==> config.mk <==
export PLATFORM = sky130hd
export DESIGN_NAME = uart_tx_arbiter_flat
export DESIGN_NICKNAME = d
export VERILOG_FILES = /design/src/rtl/uart_tx_arbiter_if.sv /design/src/rtl/uart_tx_arbiter.sv /design/src/flat_wrapper.sv
export SDC_FILE = /design/constraint.sdc
export NUM_CORES = 1
export LEC_CHECK = 0
export CELL_PAD_IN_SITES_DETAIL_PLACEMENT = 1
export CELL_PAD_IN_SITES_GLOBAL_PLACEMENT = 1
export CORE_MARGIN = 1.5
export CORE_UTILIZATION = 37
export CTS_BUF_LIST = sky130_fd_sc_hd__clkbuf_4 sky130_fd_sc_hd__clkbuf_8
export CTS_CLUSTER_SIZE = 25
export DETAILED_ROUTE_END_ITERATION = 7
export PLACE_DENSITY_LB_ADDON = 0.1
export REMOVE_ABC_BUFFERS = 1
export SLEW_MARGIN = 30
export SYNTH_ARGS = -nofsm -noshare
export SYNTH_HDL_FRONTEND = slang
export SYNTH_SLANG_ARGS = --single-unit
==> constraint.sdc <==
create_clock -name sysclk -period 2.6 [get_ports sysclk]
set_clock_uncertainty 0.05 [all_clocks]
set_input_delay 0.26 -clock sysclk [delete_from_list [all_inputs] [get_ports sysclk]]
set_output_delay 0.26 -clock sysclk [all_outputs]
set_load 0.01 [all_outputs]
==> src/rtl/uart_tx_arbiter_if.sv <==
// Requester/sender bus of the UART transmit arbiter.
// master: the arbiter. slave: the requesters plus the UART sender.
interface uart_tx_arbiter_if #(
    parameter int unsigned NUM_REQ = 4
);
    logic [NUM_REQ-1:0]   req;
    logic [8*NUM_REQ-1:0] req_data;
    logic [NUM_REQ-1:0]   grant;
    logic [7:0]           tx_data;
    logic                 tx_en;
    logic                 tx_status;
    logic                 busy;
    logic [2:0]           owner;
    logic                 err;

    modport master (
        input  req,
        input  req_data,
        input  tx_status,
        output grant,
        output tx_data,
        output tx_en,
        output busy,
        output owner,
        output err
    );

    modport slave (
        output req,
        output req_data,
        output tx_status,
        input  grant,
        input  tx_data,
        input  tx_en,
        input  busy,
        input  owner,
        input  err
    );
endinterface

==> src/rtl/uart_tx_arbiter.sv <==
// Shares one UART sender among NUM_REQ requesters: one byte per grant, round robin.
// Sequences the sender's tx_en/tx_status handshake with an optional gap after each
// byte and a watchdog on the sender starting.
// Optional build macro UART_ARB_PRIO0_EN: requester 0 always wins when requesting,
// the others rotate among themselves.
module uart_tx_arbiter #(
    parameter int unsigned NUM_REQ      = 4,
    parameter int unsigned GAP_CYCLES   = 0,
    parameter int unsigned BUSY_TIMEOUT = 16
) (
    input  logic               sysclk,
    input  logic               reset,
    uart_tx_arbiter_if.master  bus
);

    localparam int unsigned CNT_W = 16;
    localparam int unsigned OWN_W = 3;

    typedef enum logic [1:0] {
        ST_IDLE      = 2'd0,
        ST_WAIT_BUSY = 2'd1,
        ST_WAIT_DONE = 2'd2,
        ST_GAP       = 2'd3
    } state_t;

    state_t              state_q,   state_d;
    logic [CNT_W-1:0]    cnt_q,     cnt_d;
    logic [NUM_REQ-1:0]  grant_q,   grant_d;
    logic [7:0]          tx_data_q, tx_data_d;
    logic                tx_en_q,   tx_en_d;
    logic                busy_q,    busy_d;
    logic [OWN_W-1:0]    owner_q,   owner_d;
    logic                err_q,     err_d;

    logic                win_valid;
    logic [OWN_W-1:0]    win_idx;
    logic [7:0]          win_data;
    logic [NUM_REQ-1:0]  win_onehot;

    // Winner selection: first request above the last owner, else first at or below it.
    always_comb begin
        win_valid  = 1'b0;
        win_idx    = '0;
        win_data   = '0;
        win_onehot = '0;
        for (int i = 0; i < int'(NUM_REQ); i++) begin
            if (!win_valid && bus.req[i] && (OWN_W'(i) > owner_q)) begin
                win_valid = 1'b1;
                win_idx   = OWN_W'(i);
                win_data  = bus.req_data[8*i +: 8];
            end
        end
        for (int i = 0; i < int'(NUM_REQ); i++) begin
            if (!win_valid && bus.req[i] && (OWN_W'(i) <= owner_q)) begin
                win_valid = 1'b1;
                win_idx   = OWN_W'(i);
                win_data  = bus.req_data[8*i +: 8];
            end
        end
`ifdef UART_ARB_PRIO0_EN
        // Requester 0 overrides the rotation whenever it asks.
        if (bus.req[0]) begin
            win_valid = 1'b1;
            win_idx   = '0;
            win_data  = bus.req_data[7:0];
        end
`else
        // Pure rotation over all requesters.
`endif
        for (int i = 0; i < int'(NUM_REQ); i++) begin
            win_onehot[i] = win_valid && (win_idx == OWN_W'(i));
        end
    end

    // Next state and next registered outputs; pulses default low every cycle.
    always_comb begin
        state_d   = state_q;
        cnt_d     = cnt_q;
        grant_d   = '0;
        tx_en_d   = 1'b0;
        err_d     = 1'b0;
        tx_data_d = tx_data_q;
        owner_d   = owner_q;

        case (state_q)
            ST_IDLE: begin
                // Launch only once the sender reports idle (covers reset mid-frame).
                if (bus.tx_status && win_valid) begin
                    tx_data_d = win_data;
                    tx_en_d   = 1'b1;
                    grant_d   = win_onehot;
                    owner_d   = win_idx;
                    cnt_d     = '0;
                    state_d   = ST_WAIT_BUSY;
                end
            end
            ST_WAIT_BUSY: begin
                // Sender must drop tx_status within BUSY_TIMEOUT cycles or the byte is lost.
                if (!bus.tx_status) begin
                    cnt_d   = '0;
                    state_d = ST_WAIT_DONE;
                end else if (cnt_q + CNT_W'(1) == CNT_W'(BUSY_TIMEOUT)) begin
                    cnt_d   = '0;
                    err_d   = 1'b1;
                    state_d = ST_IDLE;
                end else begin
                    cnt_d = cnt_q + CNT_W'(1);
                end
            end
            ST_WAIT_DONE: begin
                if (bus.tx_status) begin
                    cnt_d   = '0;
                    state_d = (GAP_CYCLES > 0) ? ST_GAP : ST_IDLE;
                end
            end
            ST_GAP: begin
                if (cnt_q + CNT_W'(1) >= CNT_W'(GAP_CYCLES)) begin
                    cnt_d   = '0;
                    state_d = ST_IDLE;
                end else begin
                    cnt_d = cnt_q + CNT_W'(1);
                end
            end
            default: begin
                cnt_d   = '0;
                state_d = ST_IDLE;
            end
        endcase

        busy_d = (state_d != ST_IDLE);
    end

    // State and output registers with synchronous reset.
    always_ff @(posedge sysclk) begin
        if (reset) begin
            state_q   <= ST_IDLE;
            cnt_q     <= '0;
            grant_q   <= '0;
            tx_data_q <= '0;
            tx_en_q   <= 1'b0;
            busy_q    <= 1'b0;
            owner_q   <= OWN_W'(NUM_REQ - 1);
            err_q     <= 1'b0;
        end else begin
            state_q   <= state_d;
            cnt_q     <= cnt_d;
            grant_q   <= grant_d;
            tx_data_q <= tx_data_d;
            tx_en_q   <= tx_en_d;
            busy_q    <= busy_d;
            owner_q   <= owner_d;
            err_q     <= err_d;
        end
    end

    assign bus.grant   = grant_q;
    assign bus.tx_data = tx_data_q;
    assign bus.tx_en   = tx_en_q;
    assign bus.busy    = busy_q;
    assign bus.owner   = owner_q;
    assign bus.err     = err_q;

endmodule

==> src/flat_wrapper.sv <==
// flat-port wrapper written by rule: the top's interface ports become plain ports
module uart_tx_arbiter_flat 
#(
    parameter int unsigned NUM_REQ      = 4,
    parameter int unsigned GAP_CYCLES   = 0,
    parameter int unsigned BUSY_TIMEOUT = 16
)
  (sysclk, reset, bus_req, bus_req_data, bus_tx_status, bus_grant, bus_tx_data, bus_tx_en, bus_busy, bus_owner, bus_err);
  uart_tx_arbiter_if #(.NUM_REQ(NUM_REQ)) bus_i ();
  input  logic sysclk;
  input  logic reset;
  input wire logic [$bits(bus_i.req)-1:0] bus_req;
  input wire logic [$bits(bus_i.req_data)-1:0] bus_req_data;
  input wire logic [$bits(bus_i.tx_status)-1:0] bus_tx_status;
  output wire logic [$bits(bus_i.grant)-1:0] bus_grant;
  output wire logic [$bits(bus_i.tx_data)-1:0] bus_tx_data;
  output wire logic [$bits(bus_i.tx_en)-1:0] bus_tx_en;
  output wire logic [$bits(bus_i.busy)-1:0] bus_busy;
  output wire logic [$bits(bus_i.owner)-1:0] bus_owner;
  output wire logic [$bits(bus_i.err)-1:0] bus_err;
  assign bus_i.req = bus_req;
  assign bus_i.req_data = bus_req_data;
  assign bus_i.tx_status = bus_tx_status;
  assign bus_grant = bus_i.grant;
  assign bus_tx_data = bus_i.tx_data;
  assign bus_tx_en = bus_i.tx_en;
  assign bus_busy = bus_i.busy;
  assign bus_owner = bus_i.owner;
  assign bus_err = bus_i.err;
  uart_tx_arbiter #(.NUM_REQ(NUM_REQ), .GAP_CYCLES(GAP_CYCLES), .BUSY_TIMEOUT(BUSY_TIMEOUT)) u_core (.sysclk(sysclk), .reset(reset), .bus(bus_i));
endmodule
==> results.md, run 1 <==
| Metric | This run |
| --- | --- |
| Unrepaired setup endpoints after global routing | false |
| Number of setup violations in the final report | 0 |
| Run status | finished clean |
| Vias in the first global route | 2576 |
| Pwr/cell area | 429 nW/um2 |
| Worst min-delay path class | reg2reg |
| Initial standard-cell utilization of the core | 38.8% |
| Post-cts gate resize count | 0 |
| Final std cell area, no fill | 3180 um2 |
| Yosys Warn Count | 0 |
| N_diodes | 0 |
| Post-detailed-placement half-perimeter wirelength | 5830 um |
| Clk Latency, worst-skew pair | 290 ps |
| Die Outline Area | 6810 um2 |
| Number of enable-type register cells in the synthesized netlist | 0 |
| Die Span X | 82.5 um |
| ANT nets after route | 0 |
| Residual DRC | 0 |
| Number of clock buffers inserted by TritonCTS | 5 |
| Net total in the final layout | 415 |
| R2R Path End | u_core.state_q[0]$_SDFF_PP0_ |
| Launching point of the worst reg2reg path | u_core.cnt_q[1]$_SDFFE_PP0P_ |
| Global router's overall resource usage | 23.8% |
| CTS tree | yes |
| Buffer levels on the longest clock path | 2 |
| Mean area per synthesized cell | 7.62 um2 |
| Async SR Flop Fraction | 0% |
| Cell area after placement | 3090 um2 |
| Placed Cells incl. Taps | 442 |
| Worst Setup End Kind | flip-flop |
| Part of the Yosys area used for sequential elements | 29.9% |
| Worst hold margin | 456 ps |
| Number of antenna violations at the first check in global routing | 0 |
| Number of placement rows | 28 |
| Total power draw | 1360 uW |
| Top-level port count | 57 |
| Worst reg-to-reg setup slack | 90 ps |
| GP Congestion | 0.786 |
| Total grt overflow | 0 |
| Beginning of the worst hold path | u_core.bus.tx_data[2]$_SDFFE_PP0P_ |
| Max-cap violations | 0 |
| Fmax | 0.399 GHz |
| Area occupied by multi-input gates | 1480 um2 |
| Share of the synthesized area in the top cell type | 29.9% |
| Slew Viols, Final | 0 |
| Total of flip-flops plus latches after synthesis | 35 |
| Arrival time of data at the critical path endpoint | 2650 ps |
| IO Port Bufs | 55 |
| R2r worst-path depth | 7 |
| Register Area | 701 um2 |
| Final critical-path required period | 2510 ps |
| First-pass DRT Iterations | 4 |
| Accumulated negative setup slack | 0 ps |
| Detailed Route WL | 7640 um |
| Final period utilization | 96.5% |
| Maximum fanout along the worst path | 6 |
| Ranking of synthesized cells by instance count | sky130_fd_sc_hd__nor2_1 (37), sky130_fd_sc_hd__dfxtp_1 (35), sky130_fd_sc_hd__a21oi_1 (32) |
| Number of distinct library cell variants in the gate-level netlist after synthesis | 54 |
| Main area contributors after synthesis | sky130_fd_sc_hd__dfxtp_1 (30%), sky130_fd_sc_hd__a21oi_1 (6.8%), sky130_fd_sc_hd__nor2_1 (5.9%) |
| Peak supply drop | 0.000260 V |
| Worst-path clk slew | 80 ps |
| Netlist Area Pre-Place | 2340 um2 |
| Cell type contributing the most total cell area after synthesis | sky130_fd_sc_hd__dfxtp_1 |
| Cell with the most instances after synthesis | sky130_fd_sc_hd__nor2_1 |
| Maximum number of pins on one net before global-route repair | 17 |
| Core footprint | 6030 um2 |
| Total number of clock tree sinks | 35 |
| Required time of the worst setup path | 2740 ps |
| Cell leakage power | 0.00119 uW |
| Non-filler instance count after layout | 451 |
| # fillers | 760 |
| Count of mapped cells out of synthesis | 307 |
| Hold Fails Final Rpt | 0 |
| End point of the worst hold path | u_core.bus.tx_data[2]$_SDFFE_PP0P_ |
| Share of final-layout standard cells stronger than drive strength 1 | 14.6% |
| Startpoint types | flip-flop |
| Average vias per placed instance | 5.82 |
| Top_reg_cell synth | sky130_fd_sc_hd__dfxtp_1 |
| Area added between synthesis and finish | 35.8% |
| Hold Crit Depth | 2 |
| H-tree depth reported by CTS | 2 |
| Number of vias in the routed layout | 2625 |
| Detail-routed net length per standard cell | 16.9 um |
| Number of design-rule violations left by the first detailed-router iteration | 95 |
| Cell at the root of the clock tree | sky130_fd_sc_hd__clkbuf_8 |
| Start-to-end type of the worst setup path | reg2reg |
| Vert. Die Dim | 82.5 um |
| Global-route wire length before repair | 12400 um |
==> worst max-delay path, stage by stage, from the launching register on <==
cell                       delay, ps
sky130_fd_sc_hd__dfxtp_1         370
sky130_fd_sc_hd__ha_1            280
sky130_fd_sc_hd__nand4_2         210
sky130_fd_sc_hd__nor4_4          310
sky130_fd_sc_hd__and4bb_2        280
sky130_fd_sc_hd__o32ai_2         100
sky130_fd_sc_hd__or4_1           570
sky130_fd_sc_hd__a31o_1          230
==> final cells by class <==
| class | count | area share (%) |
|---|---|---|
| Clock buffer | 5 | 2.17 |
| Clock inverter | 3 | 0.473 |
| Inverter | 5 | 0.591 |
| Multi-Input combinational cell | 240 | 46.6 |
| Tap cell | 75 | 2.95 |
| Sequential cell | 35 | 22.1 |
| Timing Repair Buffer | 88 | 25.1 |
==> report_power, final <==
group,internal [uW],switching [uW]
sequential,563,26.6
combinational,201,182
clock,184,207
==> state kept, by name (all words and copies together), names as in the netlist <==
signal and cells:
u_core.bus.busy 1, u_core.bus.err 1, u_core.bus.grant 4, u_core.bus.owner 2
u_core.bus.tx_data 8, u_core.bus.tx_en 1, u_core.cnt_q 16, u_core.state_q 2
==> layout by cell type (no fill, tap or decap), types with 5 or more instances in the layout <==
master                            netlist  final
sky130_fd_sc_hd__clkdlybuf4s50_1        0     55
sky130_fd_sc_hd__nor2_1                37     37
sky130_fd_sc_hd__dfxtp_1               35     35
sky130_fd_sc_hd__buf_4                  1     33
sky130_fd_sc_hd__a21oi_1               32     32
sky130_fd_sc_hd__nand2_1               20     20
sky130_fd_sc_hd__o21ai_0               19     19
sky130_fd_sc_hd__nand3_1               13     13
sky130_fd_sc_hd__a211oi_1              12     12
sky130_fd_sc_hd__o211ai_1               9      9
sky130_fd_sc_hd__nor3_1                 8      8
sky130_fd_sc_hd__a31oi_1                7      7
sky130_fd_sc_hd__a221o_1                6      6
sky130_fd_sc_hd__nor4_1                 6      6
sky130_fd_sc_hd__and3b_1                6      6
sky130_fd_sc_hd__inv_1                  5      5
sky130_fd_sc_hd__xnor2_1                5      5
sky130_fd_sc_hd__clkbuf_8               0      5
==> timing repair <==
| action | CTS | global route |
|---|---|---|
| buffers inserted | 0 | 1 |
| hold buffers | 0 | 0 |
| hold endpoints to repair | 0 | 0 |
| endpoints found under the setup margin | 0 | 1 |
==> how the worst max path moves through the flow <==
stage | from | end | slack (ps) | cells after the start
6_report | u_core.cnt_q[1]$_SDFFE_PP0P_ | u_core.state_q[0]$_SDFF_PP0_ | 90 | 7
5_1_grt | u_core.cnt_q[1]$_SDFFE_PP0P_ | u_core.state_q[0]$_SDFF_PP0_ | 40 | 7
4_1_cts | u_core.cnt_q[1]$_SDFFE_PP0P_ | u_core.state_q[0]$_SDFF_PP0_ | 60 | 7
3_5_place_dp | u_core.cnt_q[1]$_SDFFE_PP0P_ | u_core.state_q[0]$_SDFF_PP0_ | 80 | 7
3_3_place_gp | u_core.cnt_q[0]$_SDFFE_PP0P_ | u_core.state_q[0]$_SDFF_PP0_ | 170 | 7
2_1_floorplan | u_core.cnt_q[0]$_SDFFE_PP0P_ | u_core.state_q[0]$_SDFF_PP0_ | 160 | 7
==> per-layer routing <==
| metal | GRT usage [%] | up-vias | routed length (um) |
|---|---|---|---|
| li1 | - | 1288 | - |
| met1 | 29.0 | 1273 | 3440 |
| met2 | 42.7 | 57 | 3830 |
| met3 | 4.51 | 7 | 293 |
| met4 | 6.00 | 0 | 70 |
| met5 | 0 | - | 0 |
==> metrics by stage <==
step | worst slack, ps | util (%)
finish | 92.1 | 52.7
global route | 38.5 | 52.7
CTS | 57.8 | 52.6
detailed placement | 76.0 | 51.2
global placement | 174 | 51.2
floorplan | 164 | -
==> kinds of logic (layout without fill, tap and decap cells) <==
group | after synthesis | after routing | synth area share (%)
DFF | 35 | 35 | 29.9
xor gates and xnor gates | 6 | 6 | 2.25
AOI/OAI and AO/OA | 103 | 103 | 29.0
other | 1 | 1 | 0.160
buffers and inverters | 32 | 101 | 6.74
adders and majority gates | 1 | 1 | 0.535
and+or+nand+nor | 129 | 129 | 31.3
Power figures use the tool's default switching activity.
==> inputs of run 2 (changes only) <==
--- a/config.mk
+++ b/config.mk
@@ -12,7 +12,7 @@
 export CTS_BUF_LIST = sky130_fd_sc_hd__clkbuf_4 sky130_fd_sc_hd__clkbuf_8
 export CTS_CLUSTER_SIZE = 25
 export DETAILED_ROUTE_END_ITERATION = 7
-export PLACE_DENSITY_LB_ADDON = 0.1
+export PLACE_DENSITY = 0.93
 export REMOVE_ABC_BUFFERS = 1
 export SLEW_MARGIN = 30
 export SYNTH_ARGS = -nofsm -noshare
==> results.md, run 2 (same netlist as run 1, synthesis figures left out) <==
| Metric | This run | Change |
| --- | --- | --- |
| Internal power | 1010 uW | +7.0% |
| Average vias per placed instance | 6.10 | +4.7% |
| Maximum number of pins on one net before global-route repair | 21 | +4 |
| Run status | finished clean |  |
| Vias in the first global route | 2857 | +11% |
| Total power draw | 1430 uW | +5.0% |
| Initial standard-cell utilization of the core | 38.8% | unchanged |
| Start-to-end type of the worst setup path | reg2reg |  |
| Max-cap violations | 0 | unchanged |
| First-pass DRT Iterations | 4 | unchanged |
| Pwr/cell area | 453 nW/um2 | +5.6% |
| ANT nets after route | 0 | unchanged |
| Number of clock buffers inserted by TritonCTS | 5 | unchanged |
| Maximum fanout along the worst path | 7 | +1 |
| Biggest register | u_core.cnt_q |  |
| Top library cells by usage in the layout, fill and taps aside | sky130_fd_sc_hd__clkdlybuf4s50_1 (55), sky130_fd_sc_hd__nor2_1 (37), sky130_fd_sc_hd__a21oi_1 (32), sky130_fd_sc_hd__dfxtp_1 (32), sky130_fd_sc_hd__buf_4 (22) |  |
| Number of vias in the routed layout | 2688 | +2.4% |
| Final critical-path required period | 2490 ps | -20.3 ps |
| Post-detailed-placement half-perimeter wirelength | 6090 um | +4.4% |
| Buf/Inv on CP | 0 | unchanged |
| N_diodes | 0 | unchanged |
| Slowest stage cell, crit path | sky130_fd_sc_hd__or4_4 |  |
| Clk network pwr share | 31.5% | +2.9 points |
| Share of final-layout standard cells stronger than drive strength 1 | 14.2% | -0.42 points |
| Total number of clock tree sinks | 35 | unchanged |
| Fmax | 0.402 GHz | +0.81% |
| Worst min-delay path class | reg2reg |  |
| Die Outline Area | 6810 um2 | unchanged |
| Proportion of power drawn by flip-flops and latches | 41.1% | -2.1 points |
| Final period utilization | 95.7% | -0.78 points |
| Slew Viols, Final | 0 | unchanged |
| Cell leakage power | 0.00116 uW | -2.6% |
| Number of antenna violations at the first check in global routing | 0 | unchanged |
| CTS tree | yes |  |
| Top-level port count | 57 | unchanged |
| Core footprint | 6030 um2 | unchanged |
| Clk Latency, worst-skew pair | 290 ps | about the same |
| Global-route wire length before repair | 13500 um | +9.0% |
| IO Port Bufs | 55 | unchanged |
| Detail-routed net length per standard cell | 18.6 um | +10% |
| Worst slew margin relative to its limit | 60.7% |  |
| Worst Setup End Kind | flip-flop |  |
| Global router's overall resource usage | 26.1% | +2.3 points |
| Area added between synthesis and finish | 35.0% |  |
| Net load switching power | 419 uW | +0.65% |
| Unrepaired setup endpoints after global routing | false |  |
| Residual DRC | 0 | unchanged |
| Number of design-rule violations left by the first detailed-router iteration | 154 | +62% |
| Non-filler instance count after layout | 441 | -2.2% |
| Final std cell area, no fill | 3160 um2 | -0.55% |
| H-tree depth reported by CTS | 2 | unchanged |
| Most common library cell in the layout ignoring fill and taps | sky130_fd_sc_hd__clkdlybuf4s50_1 |  |
| Total grt overflow | 0 | unchanged |
| Cell at the root of the clock tree | sky130_fd_sc_hd__clkbuf_8 |  |
| Arrival time of data at the critical path endpoint | 2630 ps | -20 ps |
| Number of flip-flops under the largest register name | 16 | unchanged |
| Placed Cells incl. Taps | 432 | -2.3% |
| Accumulated negative setup slack | 0 ps | unchanged |
| Required time of the worst setup path | 2740 ps | about the same |
| GP Congestion | 0.897 | +14% |
| Worst reg-to-reg setup slack | 110 ps | +20 ps |
| Buffer levels on the longest clock path | 2 | unchanged |
| Worst hold margin | 461 ps | +5.11 ps |
| Startpoint types | flip-flop |  |
| Maximum single-stage delay on the critical path | 570 ps | about the same |
| Peak supply drop | 0.000210 V | -19% |
| Net total in the final layout | 405 | -2.4% |
| Switching share of power | 29.2% | -1.3 points |
| Pin slew with the least headroom to its limit | 581 ps |  |
| Number of setup violations in the final report | 0 | unchanged |
| Number of hold buffers added after CTS | 0 | unchanged |
| Ordered list of cells on the worst path | ha_1 > nand4_2 > nor4_4 > and4_1 > o32ai_2 > or4_4 > a31o_1 |  |
| Vert. Die Dim | 82.5 um | unchanged |
| Hold Fails Final Rpt | 0 | unchanged |
| Detailed Route WL | 8220 um | +7.6% |
| Kind of cell adding the most delay to the critical path | simple AND/OR/NAND/NOR gates |  |
| Worst-path clk slew | 70 ps | about the same |
| Die Span X | 82.5 um | unchanged |
| Cell area after placement | 3020 um2 | -2.0% |
| Logic pwr share | 27.3% | -0.8 points |
| Number of placement rows | 28 | unchanged |
run 2: area by class of cell:
class	count	area, um2
inverters	5	18.8
flip-flops and latches	35	704
repair buffers	78	736
multi-input cells	240	1500
clock buffers	8	104
well taps	75	93.8
fillers	740	2870
run 2: per-stage QoR:
stage	utilization, %	setup slack (ps)
final	52.4	112
after global routing	52.4	17.3
after CTS	51.9	34.7
after detailed placement	50.2	46.9
after global placement	50.2	131
after floorplan	-	164
run 2: path summary, 6_finish.rpt:
path	from	endpoint	cells past startpoint
min	u_core.cnt_q[1]$_SDFFE_PP0P_	u_core.cnt_q[1]$_SDFFE_PP0P_	2
max reg2reg	u_core.cnt_q[0]$_SDFFE_PP0P_	u_core.state_q[0]$_SDFF_PP0_	7
min reg2reg	u_core.cnt_q[1]$_SDFFE_PP0P_	u_core.cnt_q[1]$_SDFFE_PP0P_	2
max	u_core.cnt_q[0]$_SDFFE_PP0P_	u_core.state_q[0]$_SDFF_PP0_	7
run 2: per-layer routing:
layer / part of all wire [%] / GRT usage, %
met2: 51 / 49.3
met3: 4.8 / 5.16
met1: 42 / 28.4
met5: 0 / 0
met4: 2.5 / 9.50
run 2: power groups by stage:
stage	Combinational, uW	Clock [uW]	Sequential [uW]
2_1_floorplan	159	0	610
3_3_place_gp	369	0	599
3_5_place_dp	386	0	599
4_1_cts	392	461	588
5_1_grt	425	487	592
6_report	392	452	589
run 2: repair_timing:
item | CTS | global route
resized for setup | 1 | 8
buffers inserted | 0 | 1
endpoints found under the setup margin | 1 | 3
pin swaps | 1 | 2
run 2: worst reg2reg max path: stages (launching register included):
cell and delay [ps]:
sky130_fd_sc_hd__dfxtp_2 390, sky130_fd_sc_hd__ha_1 210, sky130_fd_sc_hd__nand4_2 180, sky130_fd_sc_hd__nor4_4 350, sky130_fd_sc_hd__and4_1 280, sky130_fd_sc_hd__o32ai_2 130
sky130_fd_sc_hd__or4_4 570, sky130_fd_sc_hd__a31o_1 230
